**src/rtl/tl_ul_pkg.sv**
```systemverilog
// Shared TL-UL opcodes, responder state encoding and default widths.
package tl_ul_pkg;

  localparam int DEF_ADDR_WIDTH   = 64;
  localparam int DEF_DATA_WIDTH   = 64;
  localparam int DEF_SOURCE_WIDTH = 3;
  localparam int DEF_SINK_WIDTH   = 3;
  localparam int DEF_OPCODE_WIDTH = 3;
  localparam int DEF_PARAM_WIDTH  = 3;
  localparam int DEF_SIZE_WIDTH   = 8;
  localparam int DEF_MEM_DEPTH    = 16;

  typedef enum logic [2:0] {
    PUT_FULL_DATA_A    = 3'd0,
    PUT_PARTIAL_DATA_A = 3'd1,
    ARITHMETIC_DATA_A  = 3'd2,
    LOGICAL_DATA_A     = 3'd3,
    GET_A              = 3'd4,
    INTENT_A           = 3'd5,
    ACQUIRE_BLOCK_A    = 3'd6,
    ACQUIRE_PERM_A     = 3'd7
  } tl_a_op_e;

  typedef enum logic [2:0] {
    ACCESS_ACK_D      = 3'd0,
    ACCESS_ACK_DATA_D = 3'd1,
    HINT_ACK_D        = 3'd2,
    GRANT_D           = 3'd4,
    GRANT_DATA_D      = 3'd5,
    RELEASE_ACK_D     = 3'd6
  } tl_d_op_e;

  typedef enum logic {
    IDLE     = 1'b0,
    RESPONSE = 1'b1
  } tl_state_e;

endpackage

```
**src/rtl/tl_ul_mem_array.sv**
```systemverilog
// Word-addressed flop memory: byte-masked write, combinational read,
// asynchronous clear of every word.
module tl_ul_mem_array #(
  parameter int MEM_DEPTH = 16,
  parameter int DATA_W    = 64,
  parameter int IDX_W     = 4,
  localparam int STRB_W   = DATA_W / 8
) (
  input  logic              clk,
  input  logic              rst,
  input  logic              we,
  input  logic [IDX_W-1:0]  waddr,
  input  logic [STRB_W-1:0] wmask,
  input  logic [DATA_W-1:0] wdata,
  input  logic [IDX_W-1:0]  raddr,
  output logic [DATA_W-1:0] rdata
);

  logic [MEM_DEPTH-1:0][DATA_W-1:0] mem;

  // Byte lanes of the addressed word update only where the mask is set.
  always_ff @(posedge clk or negedge rst) begin
    if (!rst) begin
      mem <= '0;
    end else if (we) begin
      for (int w = 0; w < MEM_DEPTH; w++) begin
        if (waddr == IDX_W'(w)) begin
          for (int b = 0; b < STRB_W; b++) begin
            if (wmask[b]) mem[w][b*8 +: 8] <= wdata[b*8 +: 8];
          end
        end
      end
    end
  end

  assign rdata = mem[raddr];

endmodule

```
**src/rtl/tl_ul_mem_responder.sv**
```systemverilog
// TL-UL responder: terminates the A channel in a small register memory and
// returns one registered D response per accepted request.
module tl_ul_mem_responder
  import tl_ul_pkg::*;
#(
  parameter int TL_ADDR_WIDTH   = DEF_ADDR_WIDTH,
  parameter int TL_DATA_WIDTH   = DEF_DATA_WIDTH,
  parameter int TL_STRB_WIDTH   = TL_DATA_WIDTH / 8,
  parameter int TL_SOURCE_WIDTH = DEF_SOURCE_WIDTH,
  parameter int TL_SINK_WIDTH   = DEF_SINK_WIDTH,
  parameter int TL_OPCODE_WIDTH = DEF_OPCODE_WIDTH,
  parameter int TL_PARAM_WIDTH  = DEF_PARAM_WIDTH,
  parameter int TL_SIZE_WIDTH   = DEF_SIZE_WIDTH,
  parameter int MEM_DEPTH       = DEF_MEM_DEPTH,
  parameter logic [TL_ADDR_WIDTH-1:0] BASE_ADDR = '0,
  parameter logic [TL_SINK_WIDTH-1:0] SINK_ID   = '0
) (
  input  logic                       clk,
  input  logic                       rst,
  input  logic                       a_valid,
  output logic                       a_ready,
  input  logic [TL_OPCODE_WIDTH-1:0] a_opcode,
  input  logic [TL_PARAM_WIDTH-1:0]  a_param,
  input  logic [TL_ADDR_WIDTH-1:0]   a_address,
  input  logic [TL_SIZE_WIDTH-1:0]   a_size,
  input  logic [TL_STRB_WIDTH-1:0]   a_mask,
  input  logic [TL_DATA_WIDTH-1:0]   a_data,
  input  logic [TL_SOURCE_WIDTH-1:0] a_source,
  output logic                       d_valid,
  input  logic                       d_ready,
  output logic [TL_OPCODE_WIDTH-1:0] d_opcode,
  output logic [TL_PARAM_WIDTH-1:0]  d_param,
  output logic [TL_SIZE_WIDTH-1:0]   d_size,
  output logic [TL_SINK_WIDTH-1:0]   d_sink,
  output logic [TL_SOURCE_WIDTH-1:0] d_source,
  output logic [TL_DATA_WIDTH-1:0]   d_data,
  output logic                       d_error
);

  localparam int LOG2_STRB = $clog2(TL_STRB_WIDTH);
  localparam int IDX_W     = (MEM_DEPTH > 1) ? $clog2(MEM_DEPTH) : 1;

  typedef struct packed {
    logic [TL_OPCODE_WIDTH-1:0] opcode;
    logic [TL_SIZE_WIDTH-1:0]   size;
    logic [TL_SOURCE_WIDTH-1:0] source;
    logic [TL_DATA_WIDTH-1:0]   data;
    logic                       error;
  } rsp_t;

  tl_state_e                state_q, state_d;
  rsp_t                     rsp_q, rsp_d;
  logic                     a_fire, d_fire;
  logic [TL_ADDR_WIDTH-1:0] offset, word_idx;
  logic                     below_base, out_range, size_big, misalign, range_err;
  logic                     mem_we;
  logic [TL_DATA_WIDTH-1:0] rdata;
  logic                     unused_param;

  // a_param carries no meaning for this target.
  assign unused_param = ^a_param;

  assign d_valid = (state_q == RESPONSE);
  assign a_ready = !d_valid || d_ready;
  assign a_fire  = a_valid && a_ready;
  assign d_fire  = d_valid && d_ready;

  assign offset     = a_address - BASE_ADDR;
  assign word_idx   = offset >> LOG2_STRB;
  assign below_base = a_address < BASE_ADDR;
  assign out_range  = word_idx >= TL_ADDR_WIDTH'(MEM_DEPTH);
  assign size_big   = a_size > TL_SIZE_WIDTH'(LOG2_STRB);

  // Address must be aligned to 2^a_size; oversized requests are rejected
  // by size_big, so only the in-beat low bits need checking.
  always_comb begin
    misalign = 1'b0;
    for (int i = 0; i < LOG2_STRB; i++) begin
      if (a_address[i] && (TL_SIZE_WIDTH'(i) < a_size)) misalign = 1'b1;
    end
  end

  assign range_err = below_base || out_range || size_big || misalign;

  // Decode the incoming request into the response it will produce.
  always_comb begin
    rsp_d        = '0;
    rsp_d.size   = a_size;
    rsp_d.source = a_source;
    rsp_d.opcode = TL_OPCODE_WIDTH'(ACCESS_ACK_D);
    mem_we       = 1'b0;
    case (a_opcode)
      GET_A: begin
        rsp_d.opcode = TL_OPCODE_WIDTH'(ACCESS_ACK_DATA_D);
        rsp_d.error  = range_err;
        rsp_d.data   = range_err ? '0 : rdata;
      end
      PUT_FULL_DATA_A, PUT_PARTIAL_DATA_A: begin
        rsp_d.error = range_err;
        mem_we      = a_fire && !range_err;
      end
      ARITHMETIC_DATA_A, LOGICAL_DATA_A: begin
        rsp_d.opcode = TL_OPCODE_WIDTH'(ACCESS_ACK_DATA_D);
        rsp_d.error  = 1'b1;
      end
      INTENT_A: begin
        rsp_d.opcode = TL_OPCODE_WIDTH'(HINT_ACK_D);
      end
      ACQUIRE_BLOCK_A, ACQUIRE_PERM_A: begin
        rsp_d.error = 1'b1;
      end
      default: begin
        rsp_d.error = 1'b1;
      end
    endcase
  end

  // State register.
  always_ff @(posedge clk or negedge rst) begin
    if (!rst) state_q <= IDLE;
    else      state_q <= state_d;
  end

  // A response is held until consumed; a same-cycle accept keeps us busy.
  always_comb begin
    state_d = state_q;
    case (state_q)
      IDLE:     if (a_fire) state_d = RESPONSE;
      RESPONSE: if (d_fire && !a_fire) state_d = IDLE;
      default:  state_d = IDLE;
    endcase
  end

  // D registers load only on accept, so they are stable under backpressure.
  always_ff @(posedge clk or negedge rst) begin
    if (!rst)        rsp_q <= '0;
    else if (a_fire) rsp_q <= rsp_d;
  end

  assign d_opcode = rsp_q.opcode;
  assign d_param  = '0;
  assign d_size   = rsp_q.size;
  assign d_sink   = SINK_ID;
  assign d_source = rsp_q.source;
  assign d_data   = rsp_q.data;
  assign d_error  = rsp_q.error;

  tl_ul_mem_array #(
    .MEM_DEPTH (MEM_DEPTH),
    .DATA_W    (TL_DATA_WIDTH),
    .IDX_W     (IDX_W)
  ) u_mem (
    .clk   (clk),
    .rst   (rst),
    .we    (mem_we),
    .waddr (word_idx[IDX_W-1:0]),
    .wmask (a_mask),
    .wdata (a_data),
    .raddr (word_idx[IDX_W-1:0]),
    .rdata (rdata)
  );

endmodule

```
**config.mk**
```make
export PLATFORM = sky130hd
export DESIGN_NAME = tl_ul_mem_responder
export DESIGN_NICKNAME = d
export VERILOG_FILES = /design/src/rtl/tl_ul_pkg.sv /design/src/rtl/tl_ul_mem_array.sv /design/src/rtl/tl_ul_mem_responder.sv
export SDC_FILE = /design/constraint.sdc
export NUM_CORES = 2
export LEC_CHECK = 0
export BUFFER_PORTS_ARGS = -buffer_cell sky130_fd_sc_hd__buf_4
export CORE_MARGIN = 5
export CORE_UTILIZATION = 38
export DETAILED_ROUTE_END_ITERATION = 7
export PLACE_DENSITY = 0.5
export SYNTH_ARGS = -nofsm -noshare
export SYNTH_HDL_FRONTEND = slang
export SYNTH_HIERARCHICAL = 1
export SYNTH_SLANG_ARGS = --single-unit
```
**constraint.sdc**
```tcl
create_clock -name clk -period 3.6 [get_ports clk]
set_input_delay 0.18 -clock clk [delete_from_list [all_inputs] [get_ports clk]]
set_output_delay 0.18 -clock clk [all_outputs]
set_load 0.01 [all_outputs]
```
==> Word level (Yosys, flattened, before mapping) <==
Cells that the tools add are included.
{ "totals": {"input_bits": 157, "out_inout_bits": 87, "elab_cells": 325, "reg_bits": 1104} }
{ "classes": {"n_bitwise": 1, "reduce_logical": 148, "order_cmp": 7, "muxes": 13, "eq_ne": 22} }
{ "op_table": {"columns": ["op", "n"], "rows": [
  ["$reduce_and A3 Y1", 128],
  ["$bmux W64 S4", 1],
  ["$mux W64", 3],
  ["$lt A64 B1 Y1 const B", 1],
  ["$ge A61 B5 Y1 const B", 1],
  ["$eq A4 B4 Y1 const B", 8],
  ["$eq A4 B3 Y1 const B", 4],
  ["$lt A1 B8 Y1 const A", 2],
  ["$eq A3 B3 Y1 const B", 4],
  ["$eq A4 B2 Y1 const B", 2],
  ["$gt A8 B2 Y1 const B", 1],
  ["$lt A2 B8 Y1 const A", 1],
  ["$logic_and A1 B1 Y1", 7],
  ["$eq A3 B2 Y1 const B", 2],
  ["$mux W1", 6],
  ["$reduce_or A3 Y1", 2],
  ["$lt A4 B5 Y1 const B", 1],
  ["$eq A4 B1 Y1 const B", 1],
  ["$logic_not A4 Y1", 1],
  ["$logic_or A1 B1 Y1", 4],
  ["$pmux W1 S2", 2],
  ["$pmux W2 S2", 1],
  ["$reduce_or A4 Y1", 1],
  ["$eq A3 B1 Y1 const B", 1],
  ["4 further kinds", 6]
]} }

==> Logic depth before layout (Yosys ltp) <==
{ "logic_depth": {"depth_word": 10, "ltp_mapped": 11} }

==> By module <==
Netlist, hierarchy kept.
{ "by_module_without_submodules": {"columns": ["mod", "seq_area_each_um2", "cells_per_inst", "area_each_um2", "instances"], "rows": [
  ["tl_ul_mem_array", 25624.6, 2853, 46040.4, 1],
  ["tl_ul_mem_responder", 1976.9, 407, 4146.5, 1]
]} }

==> Worst setup path before layout <==
OpenSTA, ideal clock, no wires.
{ "synth_path": {"kind": "input port to flip-flop", "from": "input a_address[48]", "to": "register u_mem/mem[224] in the netlist's numbering", "arrival_time_ns": 2.993, "setup_time_ns": 0.125, "stages": 11, "setup_slack_ns": 0.482, "t_required_ns": 3.475, "cell_sequence": "nor4_1 -> and4_1 -> nand2_1 -> clkbuf_1 -> clkbuf_1 -> nor4_1 -> buf_4 -> nand4b_2 -> buf_4 -> nor2_2 -> mux2_2"} }
{ "synth_via": {"elab_chain_cells": 8} }
{ "synth_lines": {"columns": ["element", "line_no", "text"], "rows": [
  ["from (decl)", "tl_ul_mem_responder.sv:24", "input logic [TL_ADDR_WIDTH-1:0] a_address,"],
  ["$lt A64 B1 Y1 / $ge A61 B5 Y1 (equally long branches)", "tl_ul_mem_responder.sv:70, tl_ul_mem_responder.sv:71", null],
  ["$logic_or A1 B1 Y1 (*) (3 in a row)", "tl_ul_mem_responder.sv:83", "assign range_err = below_base || out_range || size_big || misalign;"],
  ["$logic_not A1 Y1 (*)", "tl_ul_mem_responder.sv:100", "mem_we = a_fire && !range_err;"],
  ["$logic_and A1 B1 Y1 (*)", "tl_ul_mem_responder.sv:100", null],
  ["$mux W1 (*)", "tl_ul_mem_responder.sv:92", "case (a_opcode)"],
  ["via mem_we", "tl_ul_mem_responder.sv:56", "logic mem_we;"],
  ["$reduce_and A3 Y1 (no line) (*)", null, null],
  ["to (signal, indexed assignment)", "tl_ul_mem_array.sv:29", "if (wmask[b]) mem[w][b*8 +: 8] <= wdata[b*8 +: 8];"],
  ["to (decl)", "tl_ul_mem_array.sv:19", "logic [MEM_DEPTH-1:0][DATA_W-1:0] mem;"]
]} }
The timed path passes the listed nets; every way through them passes the cells marked *.
A chain may end at the register's enable or synchronous reset.

==> Worst setup path after layout <==
{ "layout_path": {"from": "register state_q, in the netlist d_valid", "to": "register u_mem/mem[372] in the netlist's numbering"} }
{ "layout_via": {"elab_chain_cells": 6} }
{ "layout_lines": {"columns": ["element", "line_no", "text"], "rows": [
  ["from (decl)", "tl_ul_mem_responder.sv:51", "tl_state_e state_q, state_d;"],
  ["from (signal assigned)", "tl_ul_mem_responder.sv:121", "else state_q <= state_d;"],
  ["$logic_not A1 Y1", "tl_ul_mem_responder.sv:64", "assign a_ready = !d_valid || d_ready;"],
  ["$logic_or A1 B1 Y1", "tl_ul_mem_responder.sv:64", null],
  ["$logic_and A1 B1 Y1", "tl_ul_mem_responder.sv:65", "assign a_fire = a_valid && a_ready;"],
  ["$logic_and A1 B1 Y1", "tl_ul_mem_responder.sv:100", null],
  ["$mux W1", "tl_ul_mem_responder.sv:92", null],
  ["via mem_we", "tl_ul_mem_responder.sv:56", null],
  ["$reduce_and A3 Y1 (no line)", null, null]
]} }
The timed path passes the listed nets, and every way through them passes these cells.

==> run summary <==
Seq cells post-synth = 1103
Sequential area share after synthesis = 0.550
Final hold violation count = 0
CTS tree = yes
Post-Syn Area per Cell = 15.4 um2
Initial antenna violation count = 12
CTS buffer count = 121
DP Worst Slack = 0.180 ns
Mapped Cells = 3260
# setup viols final = 0
Cts repair resizes = 0
Crit. End Element = flop
Crit Path Max Fanout = 16
Ratio of cells with drive above 1 in the final layout = 0.536
Max-slew headroom at the worst pin = 0.258
Wire length per cell = 25.6 um
Clock Sinks = 1103
Starting Density = 0.382
Complex-gate fraction of the synthesized area = 0.0391
ANT nets after route = 0
Synth Area in XOR/XNOR = 0
Static leakage = 28.4 nW
Drt drc = 0
Adder-Cell Fraction of Synth Area = 0.000748
Worst path cell trace = nand2b_1, and2_1, nand2_1, nor4_2, buf_12, nand4bb_1, buf_4, nor2_2, mux2_2
Top Ports = 244
Slowest stage delay, CP = 0.55 ns
Setup Crit Path Kind = reg -> reg
Max Freq = 315 MHz
Placer Congestion = 0.852
Clk_lat worst skew = 0.73 ns
Area delta synth->final = 18.0%
Max_cap viols = 0
Port bufs = 233
Power Density = 445 nW/um2
Max rail drop VDD = 0.000360 V
Die area = 139000 um2
Actual slew at the worst max-slew pin = 1.11 ns
Run status = finished clean
Period minus WS final = 3.18 ns
Required @ worst endpoint = 4.19 ns
Main combinational cell family by area after synthesis = multiplexers
Worst Path Arrival = 3.77 ns
Vias = 29900
Period utilization = 0.882
Core region area = 131000 um2
DRT Pass-1 Iters = 5
Fin. max-slew vios = 0
Final net count = 3740
Die Wd = 373 um
Hold Path Class = in -> async
Synth Flop Type = dfrtp_1
Setup ws final = 0.423 ns
Synth Area in Simple Gates = 0.0411
CTS Root Cell = clkbuf_16
Die height = 373 um
H-Tree Depth = 3
Cell Area, Synth = 50200 um2
Clk slew on worst S/H paths = 0.06 ns
Multiplexer share of the synthesized area = 0.345
Vias in the first global route = 33500
Clock Path Buffers = 3
Vias/cell = 5.49
HPWL after DPL = 89800 um
Clock Skew = 0.0213 ns
Largest net degree at the start of global routing = 143
RSZ-0062 raised after global routing = false
Post-synth EDFFs = 0
Fin Setup TNS = 0 ns
Startpoint type of the worst setup path = flop
Gr ovfl total = 0
YS warnings = 6
Slowest CP cell = nor2_2
Cell variety after synth = 47
Iter 0 DRT Violations = 1593
WL final = 140000 um
Async set-or-reset flop fraction in the synthesized netlist = 1.00
Num rows = 133
First-pass GRT wire length = 216000 um
GRT Overall Usage = 0.200
==> Yosys cell counts (all sizes together) (6+ instances only) <==
master  count  area share
a22oi     128       0.019
buf        66      0.0078
clkbuf    155       0.012
dfrtp    1103        0.55
inv        66      0.0049
mux2     1024        0.23
mux4      256        0.11
nand2     206       0.016
nand2b     12      0.0015
nand4       6     0.00087
nor2       98       0.013
nor2b       9      0.0011
nor4       22      0.0027
o41ai      65       0.019
==> kinds of logic (layout without fill, tap and decap cells) <==
| kind of cell | Yosys count | after routing |
|---|---|---|
| AOI/OAI and AO/OA | 201 | 201 |
| adders and majority gates | 3 | 3 |
| and+or+nand+nor | 385 | 385 |
| muxes | 1280 | 1280 |
| other | 1 | 13 |
| buffers and inverters | 287 | 703 |
| DFF | 1103 | 1103 |
==> metrics by stage <==
| step | hold slack (ns) | area (um2) | util | power, mW | std cells |
|---|---|---|---|---|---|
| after detailed placement | 0.232 | 54300 | 0.413 | 13.9 | 5126 |
| after floorplan | -0.116 | 50200 | - | 13.1 | 3266 |
| after global placement | 0.222 | 54300 | 0.413 | 13.8 | 5126 |
| after global routing | 0.116 | 59200 | 0.451 | 27.3 | 5438 |
| final | 0.0668 | 59200 | 0.451 | 26.3 | 5443 |
| after CTS | 0.0440 | 59200 | 0.451 | 26.8 | 5437 |
==> cell type report <==
type | count | area, um2
clock buffer | 187 | 3660
inverter | 66 | 248
fill | 11500 | 72100
clock inverter | 38 | 405
multi-input combinational | 1876 | 21500
tap | 1755 | 2200
sequential | 1103 | 27600
timing repair buffer | 412 | 3590
antenna | 6 | 15.0
==> where the power goes <==
group | internal [mW] | leakage (nW) | switching (mW)
clock | 7.51 | 2.03 | 5.10
sequential | 12.4 | 15.4 | 0.0120
combinational | 0.410 | 11.0 | 0.872
==> final timing paths <==
check	from	end	slack, ns	cells after the start
worst max-delay path	d_valid	u_mem/mem[372]	0.42	9
worst min-delay path	rst	u_mem/mem[773]	0.07	2
worst max register to register	d_valid	u_mem/mem[372]	0.42	9
worst min register to register	d_source[1]	d_source[1]	0.48	2
max in group asynchronous	rst	u_mem/mem[1007]	2.21	4
min in group clk	a_mask[0]	u_mem/mem[903]	0.17	4
==> repair_timing <==
action,4_1_cts,5_1_grt
setup buffers,0,0
endpoints found under the hold margin,1208,0
hold buffers,86,0
==> registers in the layout, summed over array words and instances, names as in the netlist <==
register / cells
d_size: 8
d_valid: 1
u_mem/mem: 1024
d_opcode: 2
d_data: 64
d_error: 1
d_source: 3
==> critical path: cells and delay by family, from the launching register on <==
kind | cells | cell delay [ns]
flip-flops | 1 | 0.37
buffers and inverters | 2 | 0.54
multiplexers | 1 | 0.41
AND/OR/NAND/NOR | 6 | 1.71
==> cells in the final DEF, fill, tap and decap left out, types with 50 or more instances in the layout <==
cell / netlist / routed
o41ai_2: 50 / 50
nand2_1: 194 / 192
nor2_2: 86 / 86
dlygate4sd3_1: 0 / 86
dfrtp_1: 1103 / 1103
mux2_2: 1022 / 1022
a22oi_1: 128 / 128
inv_1: 66 / 66
clkbuf_16: 0 / 125
buf_4: 13 / 302
mux4_2: 256 / 256
==> per-layer routing <==
metal / wire length [um] / track usage
met1: 62700 / 0.278
met2: 68200 / 0.331
met3: 5650 / 0.0310
met4: 2920 / 0.0504
met5: 33 / 0
Note: power is estimated with default switching activity, not from simulation.
